## config.mk

```make
export PLATFORM = sky130hd
export DESIGN_NAME = pc_branch_unit
export DESIGN_NICKNAME = d
export VERILOG_FILES = /design/src/rtl/pc_defs_pkg.sv /design/src/rtl/branch_target_gen.sv /design/src/rtl/pc_branch_unit.sv
export SDC_FILE = /design/constraint.sdc
export NUM_CORES = 1
export LEC_CHECK = 0
export BUFFER_PORTS_ARGS = -buffer_cell sky130_fd_sc_hd__buf_2
export CORE_MARGIN = 4
export CORE_UTILIZATION = 43
export DETAILED_ROUTE_END_ITERATION = 12
export GPL_TIMING_DRIVEN = 0
export HOLD_SLACK_MARGIN = 0.15
export PLACE_DENSITY = 0.86
export SLEW_MARGIN = 20
export SYNTH_ARGS = -nofsm -noshare
export SYNTH_HDL_FRONTEND = slang
export SYNTH_HIERARCHICAL = 1
export SYNTH_SLANG_ARGS = --single-unit
```

## constraint.sdc

```tcl
create_clock -name i_clk -period 3.3 [get_ports i_clk]
set_clock_uncertainty 0.15 [all_clocks]
set_input_delay 0.66 -clock i_clk [delete_from_list [all_inputs] [get_ports i_clk]]
set_output_delay 0.66 -clock i_clk [all_outputs]
set_load 0.03 [all_outputs]
```

## src/rtl/pc_defs_pkg.sv

```systemverilog
// Shared definitions for the fetch-stage PC unit: state encodings and default widths.
package pc_defs;
  localparam int DEF_PC_W    = 32;
  localparam int DEF_IMM_W   = 16;
  localparam int DEF_INDEX_W = 26;
  localparam int DEF_SHIFT   = 2;

  typedef enum logic [1:0] {
    ST_RUN    = 2'd0,
    ST_HALTED = 2'd1,
    ST_ERROR  = 2'd2
  } pc_state_t;
endpackage

```

## src/rtl/branch_target_gen.sv

```systemverilog
// Combinational branch/jump target generation: sign-extended immediate, beq/bne target, J target.
module branch_target_gen #(
  parameter int PC_W    = pc_defs::DEF_PC_W,
  parameter int IMM_W   = pc_defs::DEF_IMM_W,
  parameter int INDEX_W = pc_defs::DEF_INDEX_W,
  parameter int SHIFT   = pc_defs::DEF_SHIFT
) (
  input  logic [IMM_W-1:0]   imm,
  input  logic [PC_W-1:0]    branch_pc,
  input  logic [INDEX_W-1:0] jump_index,
  output logic [PC_W-1:0]    sign_ext,
  output logic [PC_W-1:0]    branch_target,
  output logic [PC_W-1:0]    jump_target
);
  assign sign_ext      = {{(PC_W-IMM_W){imm[IMM_W-1]}}, imm};
  assign branch_target = branch_pc + (sign_ext << SHIFT);
  // J-type keeps the region bits of the delay-slot PC above the shifted index
  assign jump_target   = {branch_pc[PC_W-1:INDEX_W+SHIFT], jump_index, {SHIFT{1'b0}}};
endmodule

```

## src/rtl/pc_branch_unit.sv

```systemverilog
// Fetch-stage PC register with next-PC selection (sequential/branch/J/JR), stall, halt, step-enable.
// Optional JR alignment trap enabled by defining PC_ALIGN_CHECK_EN.
module pc_branch_unit
  import pc_defs::*;
#(
  parameter int              PC_W     = DEF_PC_W,
  parameter int              IMM_W    = DEF_IMM_W,
  parameter int              INDEX_W  = DEF_INDEX_W,
  parameter int              SHIFT    = DEF_SHIFT,
  parameter logic [PC_W-1:0] RESET_PC = '0
) (
  input  logic               i_clk,
  input  logic               i_reset,
  input  logic               i_enable,
  input  logic               i_stall,
  input  logic               i_halt,
  input  logic               i_branch_taken,
  input  logic [IMM_W-1:0]   i_imm,
  input  logic [PC_W-1:0]    i_branch_pc,
  input  logic               i_jump,
  input  logic [INDEX_W-1:0] i_jump_index,
  input  logic               i_jr,
  input  logic [PC_W-1:0]    i_jr_target,
  output logic [PC_W-1:0]    o_pc,
  output logic [PC_W-1:0]    o_pc_plus,
  output logic [PC_W-1:0]    o_sign_extension,
  output logic [PC_W-1:0]    o_branch_target,
  output logic               o_flush,
`ifdef PC_ALIGN_CHECK_EN
  output logic               o_addr_err,
`endif
  output logic               o_halted
);
  localparam logic [PC_W-1:0] INSTR_BYTES = PC_W'(1) << SHIFT;

  pc_state_t       state_q, state_d;
  logic [PC_W-1:0] pc_q, pc_d;
  logic [PC_W-1:0] jump_target;

  branch_target_gen #(
    .PC_W(PC_W), .IMM_W(IMM_W), .INDEX_W(INDEX_W), .SHIFT(SHIFT)
  ) u_tgt (
    .imm           (i_imm),
    .branch_pc     (i_branch_pc),
    .jump_index    (i_jump_index),
    .sign_ext      (o_sign_extension),
    .branch_target (o_branch_target),
    .jump_target   (jump_target)
  );

  assign o_pc_plus = pc_q + INSTR_BYTES;

  always_comb begin
    state_d = state_q;
    pc_d    = pc_q;
    o_flush = 1'b0;
    if (i_enable && state_q == ST_RUN) begin
      if (i_halt) begin
        state_d = ST_HALTED;
      end else if (i_stall) begin
        pc_d = pc_q;
      end else if (i_jr) begin
`ifdef PC_ALIGN_CHECK_EN
        // Misaligned JR traps without redirecting; PC stays on the JR
        if ((i_jr_target & (INSTR_BYTES - PC_W'(1))) != '0) begin
          state_d = ST_ERROR;
        end else begin
          pc_d    = i_jr_target;
          o_flush = 1'b1;
        end
`else
        pc_d    = i_jr_target;
        o_flush = 1'b1;
`endif
      end else if (i_jump) begin
        pc_d    = jump_target;
        o_flush = 1'b1;
      end else if (i_branch_taken) begin
        pc_d    = o_branch_target;
        o_flush = 1'b1;
      end else begin
        pc_d = o_pc_plus;
      end
    end
  end

  always_ff @(posedge i_clk) begin
    if (i_reset) begin
      state_q <= ST_RUN;
      pc_q    <= RESET_PC;
    end else begin
      state_q <= state_d;
      pc_q    <= pc_d;
    end
  end

  assign o_pc     = pc_q;
  assign o_halted = (state_q == ST_HALTED);
`ifdef PC_ALIGN_CHECK_EN
  assign o_addr_err = (state_q == ST_ERROR);
`endif
endmodule

```

# Word level (Yosys, flattened, before mapping)
# Cells that the tools add are included.
word_totals:
  romBits: 0
  regBits: 33
  n_memories: 0
  output_inout_bits: 130
  latch_bits: 0
  ramBits: 0
classes:
  div_mod_pow: 0
  n_shift: 0
  add_sub_neg: 2
  eq_ne: 0
  n_bitwise: 2
  n_reduce_logical: 4
  n_mul: 0
  mux: 9
  magnitude_cmp: 0
ops:
  columns: ["operator", "n"]
  rows:
  - ["$mux W32", 3]
  - ["$add A32 B3 Y32 const B", 1]
  - ["$add A32 B32 Y32", 1]
  - ["$mux W1", 6]
  - ["$reduce_and A3 Y1", 1]
  - ["$logic_not A2 Y1", 1]
  - ["$not A1 Y1", 2]
  - ["$reduce_and A2 Y1", 1]
  - ["$logic_and A1 B1 Y1", 1]

# Logic depth before layout (Yosys ltp)
depth:
  ltp_word: 6
  depth_mapped: 14
  mapped_depth_nobuf: 14

# Hierarchy
# The synthesis kept the hierarchy.
by_module_without_submodules:
  columns: ["module", "seq_area_each_um2", "cells_per_inst", "n_inst", "area_per_inst_um2"]
  rows:
  - ["pc_branch_unit", 660.6, 365, 1, 2743.9]
  - ["branch_target_gen", 0.0, 302, 1, 2248.4]

# Worst setup path before layout
# OpenSTA, ideal clock, no wires.
synth_timing:
  kind: "input -> output"
  startpoint: "input i_imm[0]"
  endpoint: "output o_branch_target[26]"
  required_ns: 2.490
  t_arrival_ns: 2.918
  path_stages: 10
  slack_ns: -0.428
  path_cell_list: "ha_1 inv_1 fa_1 nor2b_1 o2111ai_1 a311oi_1 nor2_1 o311ai_4 a41oi_1 xnor2_1"
synth_between:
  elab_chain_len: 1
synth_lines:
  columns: ["item", "line", "rtl"]
  rows:
  - ["start: declaration", "pc_branch_unit.sv:18", "input logic [IMM_W-1:0] i_imm,"]
  - ["$add A32 B32 Y32", "branch_target_gen.sv:16", "assign branch_target = branch_pc + (sign_ext << SHIFT);"]
  - ["end: declaration", "pc_branch_unit.sv:27", "output logic [PC_W-1:0] o_branch_target,"]
# Every way passes these cells.

# Final worst setup path
layout_timing:
  startpoint: "input i_imm[1]"
  endpoint: "output o_branch_target[20]"
# Same word-level chain as after synthesis.

==> results.md <==
- Die height: about 120 µm
- Top cells by count, synth: buf_4 (71), nor2_1 (57), a21oi_1 (45)
- Seq pwr share: approximately 17%
- Synthesized area per cell: approximately 7.5 µm²
- Drt wl/cell: around 21 µm
- Skew-Pair Late Insertion Delay: approximately 0.28 ns
- Vias in the first global route: approximately 6100
- Max Slew Vio Count: 0
- Vias per cell: 6.00
- Area of the multi-input gates: 4440 µm²
- Fill cells: about 900
- Final hold violation count: 0
- RSZ-0062 raised after global routing: yes
- Asr flop ratio synth: 0%
- Post-synth top area cell: dfxtp_1
- Critical Path RT: around 2.5 ns
- Initial antenna violation count: 0
- Clk root buf: clkbuf_16
- Synth Register Bits: 33
- Post-Synth Adder-Cell Area: a little under 8%
- Final HPWL DP: around 15000 µm
- Sw Ratio: between 40% and 50%
- Synth area leaders: dfxtp_1 (13%), buf_4 (11%), ha_1 (7.5%), xnor2_1 (7.2%), a21oi_1 (4.5%)
- Setup WS post-layout: -0.452 ns
- Main combinational cell family by area after synthesis: compound AO/OA/AOI/OAI gates
- WP data arrival: between 2 and 3 ns
- Reg2reg start: o_pc[2]
- IO Pins: 244
- Worst reg-to-reg path cell count: 7
- Rows: 39
- Outcome: finished, violations left
- CTS tree: yes
- Achievable Freq: around 270 MHz
- Min Clock Period, post-route: ~3.8 ns
- Horiz. Die Dim: about 120 µm
- Simple-gate share of the synthesized area: around a fifth
- Syn Inst Count: 667
- Ys flop type: dfxtp_1
- Via count: 6455
- Reg2reg setup slack: about 1.1 ns
- Core Area: ~11000 µm²
- CP Capture Type: primary output
- Power Density: 326 nW/µm²
- GP Congestion: 0.948
- CP Class: in2out
- Sequential share of the synthesized area: a little over an eighth
- Num CTS Buffers: 5
- Hold Worst Slack: 0.363 ns
- DRC viols: 0
- Num Clock Sinks: 33
- CP startpoint kind: input port
- GRT Overall Usage: 28.8%
- Largest net degree at the start of global routing: 33
- Global-route wire length before repair: between 30000 and 40000 µm
- Initial DRT Pass Iterations: 5
- DP Worst Slack: -0.943 ns
- Clock power share: about 18%
- Drt total wl: ~22000 µm
- Post-route core utilization: between 60% and 70%
- 1st-iter DRT viols: around 540
- Failing checks: setup timing
- Port bufs: 215
- CTS max path bufs: 2
- Clk slew on worst S/H paths: 0.05 ns
- NetSw: roughly 0.0011 W
- Hold buffers post-CTS: 0
- Rel. slew slack: between 50 and 60%
- Peak supply drop: roughly 0.23 mV
- Hold endpoint: o_pc[1]
- Hold Crit Start: o_pc[1]
- Synth top area share: a little over an eighth
- Slew @ Worst Pin: roughly 0.72 ns
- Synth Area in XOR/XNOR: under 10%
- Synth Warn #: 6
- CP max FO: 3
- Initial Utilization: a little over two fifths
- Post-synthesis mux area share: approximately 2.4%
- Routed Antenna Nets: 0
- Post-Layout Cell Count: 1076
- Die ar.: between 10000 and 15000 µm²
- Reg-to-reg endpoint: o_pc[28]
- # nets final: roughly 1100
- Hold Crit Depth: 2
- Top-count cell post-synth: buf_4
- Maximum Capacitance Violations: 0
- Final setup fails: 21
- Post-synthesis compound-gate area fraction: 30.2%
- Distinct cells, synth: 82
- Final Cycle Share: 114%
- FF/Latch Area: 661 µm²
- Share of cells above drive strength 1: 50.3%
- GR Overflow Total: 0
- Power Internal: about 0.0014 W
- CTS H-Tree Depth: 2
- Min-Delay Path Class: reg2reg
- Lkg Pwr: roughly 3.6 nW
- Post-synth EDFFs: 0
- Post-Syn Area: 4990 µm²
- Comb pwr share: around 65%
- Inst Count DP: between 1000 and 1500
- Area Growth Syn to Fin: 58.3%
flip-flops by register name, summed over array words and instances, names as in the netlist:
| name | cells |
|---|---|
| state_q | 1 |
| o_pc | 32 |
cells by family (layout without fill, tap and decap cells):
group / Yosys count / count (layout)
buffers and inverters: 134 / 398
AOI/OAI and AO/OA: 198 / 198
adders and majority gates: 31 / 31
xor gates and xnor gates: 54 / 54
other: 1 / 3
and+or+nand+nor: 204 / 204
DFF: 33 / 33
muxes: 12 / 12
per-stage QoR:
| stage | power (W) | setup TNS [ns] | cell area [µm²] |
|---|---|---|---|
| floorplan | 0.00130 | -1.23 | 5190 |
| global placement | 0.00163 | -14.68 | 6450 |
| detailed placement | 0.00165 | -15.02 | 6450 |
| CTS | 0.00231 | -3.50 | 7230 |
| global route | 0.00268 | -6.51 | 7900 |
| finish | 0.00258 | -4.77 | 7900 |
routing by layer:
layer	vias to the layer above	global-route usage (%)	wire (µm)
met5	-	0	0
met4	0	10.9	993
met3	83	5.33	2110
met2	406	50.6	11000
met1	3029	34.9	8150
li1	2937	-	-
layout by cell type (no fill, tap or decap), drive strengths merged, types with 5 or more instances in the layout:
master	count
a21oi	48
xnor2	41
nor4	5
o2bb2ai	10
o211ai	5
xor2	13
dfxtp	33
o21ai	34
nand3	19
mux2i	12
a211oi	5
a32oi	5
clkbuf	28
and4	7
nor2	60
and3	11
a221o	6
nand4	15
inv	18
nand2	44
nand2b	7
a21o	15
o32ai	5
ha	30
nor3	19
a221oi	15
buf	352
what timing repair did:
item                                   CTS  global route
resized for setup                       99            97
setup endpoints to repair               29            34
setup buffers                           25            29
endpoints found under the hold margin    0             0
pin swaps                               38            55
power by group through the flow:
stage	clock [W]	combinational (W)	sequential, W
2_1_floorplan	0	0.000829	0.000476
3_3_place_gp	0	0.00119	0.000446
3_5_place_dp	0	0.00120	0.000447
4_1_cts	0.000464	0.00141	0.000439
5_1_grt	0.000481	0.00176	0.000442
6_report	0.000464	0.00168	0.000440
worst max-delay path, stage by stage:
cell	delay (ns)
buf_2	0.13
inv_2	0.05
fa_2	0.42
nor2b_4	0.17
o2111ai_4	0.14
and3_4	0.23
o311ai_4	0.27
buf_6	0.16
nor2b_4	0.15
a311oi_4	0.12
xnor2_2	0.25
buf_6	0.17
cell type report:
class / count / area share (%)
inverters: 18 / 0.855
flip-flops and latches: 33 / 8.36
multi-input cells: 501 / 56.1
repair buffers: 266 / 21.7
plain buffers: 107 / 8.86
well taps: 143 / 2.26
diodes: 1 / 0.0317
clock buffers: 7 / 1.80
worst max-delay path by stage:
stage | start | to | slack [ns]
after floorplan | i_imm[0] | o_branch_target[30] | -0.21
after global placement | i_imm[15] | o_branch_target[27] | -0.96
after detailed placement | i_imm[15] | o_branch_target[27] | -0.94
after CTS | i_branch_pc[2] | o_branch_target[26] | -0.40
after global routing | i_imm[1] | o_branch_target[20] | -0.50
final | i_imm[1] | o_branch_target[20] | -0.45
Power figures use the tool's default switching activity.
